## config.mk

```make
export PLATFORM = sky130hd
export DESIGN_NAME = instruction_fetch
export DESIGN_NICKNAME = d
export VERILOG_FILES = /design/src/rtl/instruction_fetch.sv
export SDC_FILE = /design/constraint.sdc
export NUM_CORES = 1
export LEC_CHECK = 0
export ABC_CLOCK_PERIOD_IN_PS = 3200
export BUFFER_PORTS_ARGS = -buffer_cell sky130_fd_sc_hd__buf_2
export CAP_MARGIN = 30
export CORE_MARGIN = 1.5
export CORE_UTILIZATION = 39
export DETAILED_ROUTE_END_ITERATION = 12
export PLACE_DENSITY = 0.66
export RECOVER_POWER = 25
export SYNTH_ARGS = -nofsm -noshare
export SYNTH_HDL_FRONTEND = slang
export SYNTH_SLANG_ARGS = --single-unit
```

## constraint.sdc

```tcl
create_clock -name clk -period 3.2 [get_ports clk]
set_input_delay 0.64 -clock clk [delete_from_list [all_inputs] [get_ports clk]]
set_output_delay 0.64 -clock clk [all_outputs]
set_load 0.02 [all_outputs]
```

## src/rtl/instruction_fetch.sv

```systemverilog
// Fetch stage: holds the PC and returns the instruction at PC over the RAM burst read channel.
// Define FETCH_LINE_BUF_EN to add a one-line instruction buffer with a LOOKUP hit path.
module instruction_fetch #(
  parameter int          AWIDTH     = 32,
  parameter int          DWIDTH     = 32,
  parameter int          LWIDTH     = 8,
  parameter int          LINE_WORDS = 4,
  parameter logic [31:0] RESET_PC   = 32'h0000_0000
) (
  input  logic              clk,
  input  logic              rst,
  input  logic              start,
  input  logic              pc_we,
  input  logic [31:0]       pc_next,
  input  logic              invalidate,
  output logic [31:0]       pc,
  output logic [31:0]       inst,
  output logic              done,
  output logic              fetch_err,
  output logic [AWIDTH-1:0] ram_araddr,
  output logic [LWIDTH-1:0] ram_arlen,
  output logic              ram_arvalid,
  input  logic              ram_arready,
  input  logic [DWIDTH-1:0] ram_rdata,
  input  logic              ram_rvalid,
  output logic              ram_rready,
  input  logic              ram_rlast
);

  localparam int          IW  = $clog2(LINE_WORDS);
  localparam int          OFS = IW + 2;
  localparam logic [31:0] NOP = 32'h0000_0013;

  typedef enum logic [2:0] {IDLE, LOOKUP, ADDR, DATA, DONE} state_t;

  state_t            state_q;
  logic [31:0]       pc_q, pc_d;
  logic [31:0]       inst_q;
  logic              done_q;
  logic              fetchErr_q;
  logic [AWIDTH-1:0] araddr_q;
  logic [LWIDTH-1:0] arlen_q;
  logic              arvalid_q;
  logic              rready_q;
  logic [IW-1:0]     beatCnt_q;

`ifdef FETCH_LINE_BUF_EN
  localparam int TW = 32 - OFS;
  logic [DWIDTH-1:0] line_q [LINE_WORDS];
  logic [TW-1:0]     tag_q;
  logic              lineValid_q;
  logic              invPend_q;
  logic [TW-1:0]     pcTag;
  logic [IW-1:0]     pcIdx;

  assign pcTag = pc_q[31:OFS];
  assign pcIdx = pc_q[OFS-1:2];
`else
  logic unusedInvalidate;
  assign unusedInvalidate = invalidate;
`endif

  // A PC load in IDLE takes priority over a same-cycle start, so the fetch sees pc_next.
  always_comb begin
    pc_d = pc_q;
    if (state_q == IDLE && pc_we) pc_d = pc_next;
  end

  always_ff @(posedge clk or negedge rst) begin
    if (!rst) begin
      state_q    <= IDLE;
      pc_q       <= RESET_PC;
      inst_q     <= '0;
      done_q     <= 1'b0;
      fetchErr_q <= 1'b0;
      araddr_q   <= '0;
      arlen_q    <= '0;
      arvalid_q  <= 1'b0;
      rready_q   <= 1'b0;
      beatCnt_q  <= '0;
`ifdef FETCH_LINE_BUF_EN
      for (int i = 0; i < LINE_WORDS; i++) line_q[i] <= '0;
      tag_q       <= '0;
      lineValid_q <= 1'b0;
      invPend_q   <= 1'b0;
`endif
    end else begin
      done_q <= 1'b0;
`ifdef FETCH_LINE_BUF_EN
      if (invalidate && state_q != DATA) lineValid_q <= 1'b0;
`endif
      case (state_q)
        IDLE: begin
          pc_q <= pc_d;
          if (start) begin
            fetchErr_q <= 1'b0;
            if (pc_d[1:0] != 2'b00) begin
              fetchErr_q <= 1'b1;
              inst_q     <= NOP;
              done_q     <= 1'b1;
              state_q    <= DONE;
            end else begin
              state_q <= LOOKUP;
            end
          end
        end
        LOOKUP: begin
`ifdef FETCH_LINE_BUF_EN
          if (lineValid_q && tag_q == pcTag) begin
            inst_q  <= 32'(line_q[pcIdx]);
            done_q  <= 1'b1;
            state_q <= DONE;
          end else begin
            araddr_q  <= AWIDTH'({pc_q[31:OFS], {OFS{1'b0}}});
            arlen_q   <= LWIDTH'(LINE_WORDS - 1);
            arvalid_q <= 1'b1;
            state_q   <= ADDR;
          end
`else
          araddr_q  <= AWIDTH'(pc_q);
          arlen_q   <= '0;
          arvalid_q <= 1'b1;
          state_q   <= ADDR;
`endif
        end
        ADDR: begin
          if (ram_arready) begin
            arvalid_q <= 1'b0;
            rready_q  <= 1'b1;
            beatCnt_q <= '0;
`ifdef FETCH_LINE_BUF_EN
            invPend_q <= 1'b0;
`endif
            state_q   <= DATA;
          end
        end
        DATA: begin
`ifdef FETCH_LINE_BUF_EN
          if (invalidate) invPend_q <= 1'b1;
          if (ram_rvalid && rready_q) begin
            line_q[beatCnt_q] <= ram_rdata;
            beatCnt_q         <= beatCnt_q + IW'(1);
            if (ram_rlast) begin
              // The word for the last beat is not in line_q yet, so forward it from the bus.
              if (beatCnt_q == IW'(LINE_WORDS - 1)) begin
                tag_q       <= pcTag;
                lineValid_q <= !(invPend_q || invalidate);
                inst_q      <= (pcIdx == beatCnt_q) ? 32'(ram_rdata) : 32'(line_q[pcIdx]);
              end else begin
                lineValid_q <= 1'b0;
                fetchErr_q  <= 1'b1;
                inst_q      <= NOP;
              end
              beatCnt_q <= '0;
              rready_q  <= 1'b0;
              done_q    <= 1'b1;
              state_q   <= DONE;
            end
          end
`else
          if (ram_rvalid && rready_q) begin
            beatCnt_q <= beatCnt_q + IW'(1);
            if (beatCnt_q == '0) inst_q <= 32'(ram_rdata);
            if (!ram_rlast) begin
              fetchErr_q <= 1'b1;
            end else begin
              beatCnt_q <= '0;
              rready_q  <= 1'b0;
              done_q    <= 1'b1;
              state_q   <= DONE;
            end
          end
`endif
        end
        DONE: begin
          state_q <= IDLE;
        end
        default: begin
          state_q <= IDLE;
        end
      endcase
    end
  end

  assign pc          = pc_q;
  assign inst        = inst_q;
  assign done        = done_q;
  assign fetch_err   = fetchErr_q;
  assign ram_araddr  = araddr_q;
  assign ram_arlen   = arlen_q;
  assign ram_arvalid = arvalid_q;
  assign ram_rready  = rready_q;

endmodule

```

Word-level counts from Yosys, hierarchy flattened
Index checks and enable logic that the tools add are counted.
Widths: inputs -> output; s select.
{"block": "word_totals", "input_bits": 72, "mem_bits_rw": 0, "word_cells": 67, "mem_count": 0, "latch_bits": 0, "mem_bits_ro": 0, "reg_bits": 105}
{"block": "op_classes", "add_sub_neg": 1, "mul": 0, "shifts": 0, "mux": 31, "reduce_logical": 15, "eq_ne": 10, "order_cmp": 0, "n_div": 0, "n_bitwise": 0}
{"op": "$mux 32", "n": 4}
{"op": "$pmux 32 s2", "n": 1}
{"op": "$mux 3", "n": 5}
{"op": "$ne 2x2->1 const B", "n": 6}
{"op": "$pmux 3 s4", "n": 1}
{"op": "$reduce_and 4->1", "n": 3}
{"op": "$mux 1", "n": 11}
{"op": "$mux 2", "n": 4}
{"op": "$pmux 1 s2", "n": 4}
{"op": "$reduce_bool 2->1", "n": 4}
{"op": "$eq 3x2->1 const B", "n": 2}
{"op": "$reduce_and 5->1", "n": 1}
{"op": "$pmux 2 s2", "n": 1}
{"op": "$reduce_and 2->1", "n": 2}
{"op": "$eq 3x1->1 const B", "n": 1}
{"op": "$logic_not 3->1", "n": 1}
{"op": "$reduce_and 3->1", "n": 1}
{"op": "$add 2x1->2 const B", "n": 1}
{"op": "$logic_and 1x1->1", "n": 2}
{"op": "$logic_not 2->1", "n": 1}
{"op": "$ne 2x1->1 const B", "n": 1}

Logic depth before layout (Yosys ltp)
Gate-level depths: netlist of run 1.
{"block": "depth", "word_depth": 7, "depth_mapped": 7, "ltp_nobuf": 5}

Worst setup path before layout of run 1
OpenSTA, ideal clock, no wires.
{"block": "synth_path", "path_kind": "input -> register", "startpoint": "input pc_we", "endpoint": "register state_q[0]", "slack_ns": 1.495, "stages": 3, "arrival_ns": 1.582, "t_required_ns": 3.077, "path_cell_list": "nor4b_4 mux2_2 o221a_2"}
{"block": "synth_via", "elab_chain_cells": 6}
{"element": "start, declared", "line_no": "13", "text": "input logic pc_we,"}
{"element": "$logic_and 1x1->1", "line_no": "66", "text": "if (state_q == IDLE && pc_we) pc_d = pc_next;"}
{"element": "$mux 2", "line_no": "66"}
{"element": "$reduce_bool 2->1", "line_no": "97", "text": "if (pc_d[1:0] != 2'b00) begin"}
{"element": "$mux 3", "line_no": "97"}
{"element": "$mux 3", "line_no": "95", "text": "if (start) begin"}
{"element": "$pmux 3 s4", "line_no": "92", "text": "case (state_q)"}
{"element": "end signal, assigned", "line_no": "101", "text": "state_q <= DONE;"}
{"element": "end signal, assigned", "line_no": "103", "text": "state_q <= LOOKUP;"}
{"element": "end signal, assigned", "line_no": "123", "text": "state_q <= ADDR;"}
{"element": "end, declared", "line_no": "36", "text": "state_t state_q;"}
Every way passes these cells. The select of a mux whose other input is x is not followed.
A chain may end at the register's enable or synchronous reset.

==> results of run 1 <==
stage by stage:
step,area [sq um],total power [uW]
floorplan,4900,4810
global placement,5780,5750
detailed placement,5780,5880
CTS,6070,6970
global route,6050,7350
finish,6050,6880
area by class of cell:
| cell class | count | area, sq um |
|---|---|---|
| fill | 1123 | 6060 |
| sequential | 105 | 2630 |
| multi-input combinational | 244 | 1980 |
| timing repair buffer | 181 | 933 |
| clock buffer | 9 | 225 |
| tap | 168 | 210 |
| clock inverter | 7 | 60.1 |
| inverter | 4 | 15.0 |
power by group through the flow:
stage	combinational, uW	sequential (uW)	clock (uW)
CTS	3340	2510	1110
global placement	3280	2480	0
detailed placement	3340	2540	0
finish	3300	2510	1080
global route	3570	2620	1160
floorplan	1580	3230	0
how the worst max path moves through the flow:
stage	endpoint	slack (ns)	cells after the start
final	inst[0]$_DFFE_PN0P_	1.02	2
after CTS	state_q[0]$_DFFE_PN0P_	1.07	4
after floorplan	state_q[0]$_DFFE_PN0P_	1.49	3
after global routing	pc[23]$_DFFE_PN0P_	0.55	2
after detailed placement	state_q[0]$_DFFE_PN0P_	0.99	5
after global placement	state_q[0]$_DFFE_PN0P_	0.99	5
per-layer routing:
layer  track usage, %  routed length [microns]
met5                0                        0
met4             7.41                      310
met3             4.74                      688
met2             32.3                     6160
met1             22.9                     4760
sequential cells by signal, indices dropped and copies added (netlist names):
register and flops:
inst 32, pc 32, ram_araddr 32, state_q 3, beatCnt_q 2, done 1, fetch_err 1, ram_arvalid 1
ram_rready 1
worst register-to-register path: stages (launching register included):
cell and delay [ns]:
sky130_fd_sc_hd__dfrtp_1 0.56, sky130_fd_sc_hd__nor4b_4 0.33, sky130_fd_sc_hd__buf_4 0.44, sky130_fd_sc_hd__mux2_2 0.42, sky130_fd_sc_hd__o221a_2 0.27
layout by cell type, fill, tap and decap left out, drive strengths merged, types with 2 or more instances in the layout:
cell type,synthesis,layout
nor3,9,9
a211oi,3,3
dfrtp,105,105
or4,3,3
o211ai,58,58
nor4b,2,2
o21ai,2,2
nand2,4,4
mux2i,2,2
nor3b,2,2
nand3,60,60
inv,4,8
clkinvlp,0,2
mux2,65,65
o22ai,3,3
conb,1,8
clkbuf,12,10
buf,32,180
a21oi,5,5
nor2,6,6
logic make-up (layout without fill, tap and decap cells):
group	count (synthesis)	count (layout)	share of synthesized area [%]
DFF	105	105	54.0
and+or+nand+nor	94	94	11.3
AOI/OAI and AO/OA	74	74	12.1
muxes	67	67	16.1
buffers and inverters	48	201	6.19
adders and majority gates	1	1	0.257
other	1	8	0.0770
==> summary by stage, run 1 <==
Run status
The final reports fail on capacitance limit, slew limit. The run finished, with violations left.

Detailed routing
After the first detailed-routing iteration, the DRC count stood at roughly 160. The pre-antenna-repair detailed-routing pass consisted of 4 iterations. Once detail routing completed, the nets flagged for antenna violations numbered 0. Summed over all layers, the routed wires come to ~12 mm. For this run, design rule violations remaining after detail routing come to 0. After detailed routing, the average wire length per cell comes to 16.6 microns.

In the routed layout, each cell is associated on average with a via count of 5.29. Across all layers, the routed design uses 3800 vias.

Yosys
Yosys mapped a number of flops with a built-in enable equal to 0. Ranked by instance count, the synthesized netlist is headed by sky130_fd_sc_hd__dfrtp_1, sky130_fd_sc_hd__nand3_1, sky130_fd_sc_hd__mux2_2. The number of warnings issued by yosys is 0.

The most repeated cell in the gate-level netlist after synthesis is sky130_fd_sc_hd__dfrtp_1. Yosys attributes the largest share of cell area to sky130_fd_sc_hd__dfrtp_1, sky130_fd_sc_hd__mux2_2, sky130_fd_sc_hd__o211ai_1. The post-synthesis sequential area ratio is 54.0%. The mean post-synth cell area is 12.5 sq um. The unique cell type count in the Yosys netlist is 39.

In this run, synthesis produced a sequential element count of between 100 and 150. After synthesis, the largest area contributor takes up 54.0% of total cell area. The largest total area in the synthesized netlist belongs to sky130_fd_sc_hd__dfrtp_1. After technology mapping, the gate count stands at 390.

Of all flip-flops after synthesis, the portion carrying an async set or reset was 100%. The synthesized netlist occupies a cell area of 4870 sq um. The most instantiated flip-flop cell in the synthesis netlist is sky130_fd_sc_hd__dfrtp_1.

STA
The relative max-transition margin is -2.11%. The slew of the pin with the lowest slew margin is 1.53 ns. Setup repair after global routing left no endpoint under its margin. The setup TNS is 0 ns.

The worst path in the final design needs a cycle of 2.18 ns, including I/O delays and setup. The number of pins exceeding their max-slew limit in the final report is 65. Setup slack on the critical path of the routed design comes to just over 1 ns. Final hold analysis gives a worst-case slack of 0.280 ns.

The number of endpoints failing setup at the final stage is 0. Dividing the final minimum period by the clock period gives 68.2%. The worst clock skew is between 0.005 and 0.006 ns. The highest clock frequency the design can meet is 458 MHz. The number of hold violations in the final report was 0.

Setup path
The worst setup path is of the primary input to async pin kind. The arrival time of data at the critical path endpoint is 2.37 ns. The family with the most delay on the worst path is buffers and inverters. The endpoint of the most critical register-to-register path is state_q[0]$_DFFE_PN0P_. In this run the worst setup path begins at rst. On the critical path, the stage with the largest delay is an instance of sky130_fd_sc_hd__clkbuf_2. The total buffers and inverters traversed by the critical path is 2.

The data required time at the worst endpoint is approximately 3.4 ns. The highest fanout seen on the critical path is 64. The critical path goes through buf_4, clkbuf_2.

The startpoint kind of the worst setup timing path is a primary input. Across all register-to-register paths, the minimum setup slack is 1.07 ns. Measured in cells, the most critical reg-to-reg path has a length of 4. The worst setup path is captured at an async pin. The reg-to-reg startpoint is state_q[2]$_DFFE_PN0P_.

The largest single stage delay on the critical path is approximately 1.2 ns.

Floorplan
The area of the die is 13200 sq um. The floorplan step defined a core boundary enclosing 12100 sq um. Once the floorplan was initialized, standard cells occupied 40.2% of the core. In this run the count of I/O pins placed on the die edge is between 150 and 200. The number of rows created at floorplan is 40.

Measured along the y axis, the die boundary spans around 110 microns. Measured along the x axis, the die boundary spans 115 microns.

Finish
The area added between synthesis and finish is 24.3%. The filler-free cell count of the finished design is about 720. The repair_antennas step left the layout with diodes totalling 0. The post-route core utilization is 50.0%. The final layout net count is 618. Cells with a size suffix above 1 make up 51.6% of the layout.

Pwr
The cell leakage power is 0.00286 uW. The share of total power in combinational logic is 47.9%. Power spread over the standard cell area amounts to between 1000 and 1500 nW/um^2. The clock network power share is 15.6%.

The total internal power is 3850 uW. The part of the total power dissipated in sequential elements is 36.4%. Summed over all nets, the switching power comes to 3040 uW. The switching part of the total power is 44.2%. The maximum vdd drop is 0.506 mV.

CTS
The clock root buffer is sky130_fd_sc_hd__clkbuf_16. The number of hold buffers added after CTS was 0. The clock slew seen by the registers of the worst setup and hold paths is 0.07 ns. The total clock sinks is 105. At the later pin of the worst-skew pair, clock insertion delay measures 0.35 ns.

Post-CTS repair changed the size of 0 cells. The post-CTS setup buffer count is 0. The maximum buffer depth of the clock tree is 2. The TritonCTS buffer count is 9. TritonCTS built the clock tree.

The H-tree was split into 3 levels.

Place
The number of placed instances, taps included is 702. The total of buffers placed on input and output ports is 170. The final weighted congestion in routability-driven placement is 0.799.

Once detailed placement completed, the half-perimeter wirelength came to slightly above 8 mm. The pre-CTS worst setup slack is 0.989 ns.

Flow run
The max-capacitance violation count is 1.

Hold path
The worst hold path belongs to the class primary input to async pin.

Global route
The remaining global-route overflow is 0. The first-pass GRT wire length is 19.3 mm. The number of global-route vias before repair is 3796. The global-route total usage across every layer is 18.8%.

The initial antenna violation count is 0. Entering global routing, the biggest net connects 65 pins.
Power figures use the tool's default switching activity.
==> run 2: changes to the inputs <==
Settings changed: ABC_CLOCK_PERIOD_IN_PS 3200 to 2000, PLACE_DENSITY 0.66 to 0.68.
Clock period 3.2 ns to 2 ns, I/O delays scaled along.
==> run 2 against run 1 <==
The flow now finishes without violations. Combinational power is 65% higher. Via count is 0.95% higher. Global-route usage is 0.062 points lower. Core utilization is 0.97 points higher. Cell count is 1.7% higher. Sequential cell count stayed put. Count of clock-buffer cells in the layout is 3 higher. Non-clock buffer count is 11 higher. First-iteration DRC count is 6.7% lower. Total power is 63% higher.
==> summary by stage, run 2 (same netlist as run 1, synthesis figures left out) <==
Run status
The run finished with clean final reports.

Finish
The final layout net count is 629. The commonest non-fill, non-tap cell in the layout is sky130_fd_sc_hd__buf_2. Once layout is complete, the utilization of the core stands at 51.0%. The top cell types in the final layout, fill and taps aside, are sky130_fd_sc_hd__buf_2, sky130_fd_sc_hd__dfrtp_1, sky130_fd_sc_hd__nand3_1.

The share of cells above drive strength 1 is between 50% and 60%. The finished cells cover 6170 sq um. The filler cells instantiated in the layout total 1094. Across the whole layout, storage elements account for 2630 sq um. Compared with the post-synthesis result, the final layout area differs by 26.7%.

The area of combinational cells with multiple inputs is around 2000 sq um.

Floorplan
The area of the core is 12100 sq um. The die covers 13200 sq um. The die is 115 microns tall.

In this run the count of I/O pins placed on the die edge is 180. The number of rows created at floorplan is 40. The die is 115 microns wide. The starting utilization of the core area is 40.2%.

Detailed routing
After detailed routing, the average wire length per cell comes to 16.5 microns. After detailed routing, the number of vias per cell comes to 5.25. Detailed routing inserted a total of 3836 vias. The first-pass iteration count of the detailed router is 6.

The count of antenna-violating nets left after detailed routing is 0. The number of DRC violations after detailed-routing iteration 0 is 153. For this block, the routed nets add up to 12.0 mm of wire. In the routed design, unresolved DRC markers number 0.

CTS
The TritonCTS clock tree is done. The total clock sinks is ~110. CTS built an H-tree with a depth of 3. The post-cts repair resize count is 0.

For the worst-skew pair, the clock arrives at the later sink with an insertion delay of 0.35 ns. The clock root buffer is sky130_fd_sc_hd__clkbuf_16. TritonCTS created 9 clock buffers. The maximum buffer depth of the clock tree is 2. Clock-pin slew was measured on the worst setup and hold paths at around 0.07 ns.

For this design, the CTS-stage hold fixing added 0 buffers. Once the clock tree was built, the setup fixing pass inserted 0 buffers.

Setup path
The number of cells on the worst reg-to-reg path is 3. Together, buffers and inverters on the worst path number 1. The master of the slowest instance on the critical path is sky130_fd_sc_hd__dfrtp_1. The reg-to-reg startpoint is state_q[2]$_DFFE_PN0P_.

Of all nets on the critical path, the largest fanout is 23. In this run the number of cells on the critical path is 3. The data required time at the worst endpoint is 2.23 ns.

The worst setup path is launched from a register. The endpoint of the most critical register-to-register path is pc[20]$_DFFE_PN0P_. The type of the worst setup path is register to register. The most critical setup path has its endpoint at pc[20]$_DFFE_PN0P_. The internal reg-to-reg setup slack is about 0.29 ns. The family with the most delay on the worst path is flip-flops. At the worst endpoint, the arrival time is 1.94 ns. STA classifies the critical path endpoint as a register. The launch point of the worst path is state_q[2]$_DFFE_PN0P_. The signal on the critical path passes through nor4b_4, buf_4, mux2_2. The delay of the slowest critical-path stage is 0.47 ns.

Place
Once placement finished, the instance area stood at about 5900 sq um. Timing analysis after detailed placement gives a worst setup slack of 0.279 ns. Routability-driven placement finished with a final weighted congestion of 0.796. The total of buffers placed on input and output ports is 170. Detailed placement ended at an HPWL of 8.30 mm.

STA
The slack of the critical path is 0.289 ns. Setup repair after global routing left no endpoint under its margin. The number of hold violations in the final report is 0. The part of the cycle the worst path needs is 85.6%.

After routing, the total negative slack on setup checks comes to 0 ns. The relative max-transition margin is between 20 and 25%. The final-layout worst hold slack is approximately 0.25 ns.

The post-layout minimum cycle time is 1.71 ns. The number of pins exceeding their max-slew limit in the final report came to 0. At the pin with the least slew margin, the transition time is approximately 1.1 ns. The worst clock skew is 0.00690 ns. Setup violations remaining at the end of the flow were counted as 0.

Based on the critical path, the design can be clocked at up to 584 MHz.

Global route
Global routing used 18.8% of the available tracks. The remaining global-route overflow is 0. The first global-routing pass estimated 19.3 mm of wire.

The initial antenna violation count was 1. The number of global-route vias before repair is 3761. Entering global routing, the biggest net connects 42 pins.

Pwr
The maximum vdd drop is 0.810 mV. The cell leakage power is ~0.003 uW. The power density over cell area is 1820 nW/um^2.

Hold path
The path class of the tightest hold or removal check is primary input to async pin.

Flow run
The max-capacitance violation count is 0.
## run 2: layer usage
| layer | GRT usage, % | part of all wire, % | vias up |
|---|---|---|---|
| met3 | 4.53 | 5.7 | 19 |
| met4 | 7.74 | 2.5 | 0 |
| li1 | - | - | 1769 |
| met2 | 31.6 | 51 | 132 |
| met5 | 0 | 0 | - |
| met1 | 23.3 | 40 | 1916 |
## run 2: where the power goes
group / internal [uW] / total [uW] / switching, uW
Combinational: 2190 / 5460 / 3270
Clock: 1040 / 1820 / 778
Sequential: 3200 / 3970 / 771
## run 2: cell type report
type	count	share of cell area, %
Sequential cell	105	42.6
Multi-Input combinational cell	244	32.1
Timing Repair Buffer	192	16.6
Clock buffer	12	4.16
Tap cell	168	3.41
Clock inverter	4	0.831
Inverter	4	0.243
Antenna cell	1	0.0406
## run 2: worst min path at each step
| stage | cells after the start | to | slack [ns] |
|---|---|---|---|
| finish | 1 | inst[16]$_DFFE_PN0P_ | 0.25 |
| global route | 2 | pc[25]$_DFFE_PN0P_ | 0.28 |
| CTS | 1 | inst[16]$_DFFE_PN0P_ | 0.06 |
| detailed placement | 1 | inst[16]$_DFFE_PN0P_ | 0.44 |
| global placement | 1 | inst[16]$_DFFE_PN0P_ | 0.43 |
| floorplan | 0 | beatCnt_q[0]$_DFFE_PN0P_ | 0.10 |
## run 2: metrics by stage
step	total power [uW]	std cells
after floorplan	7700	397
after global placement	9320	713
after detailed placement	9520	713
after CTS	11400	729
after global routing	12000	730
final	11300	730
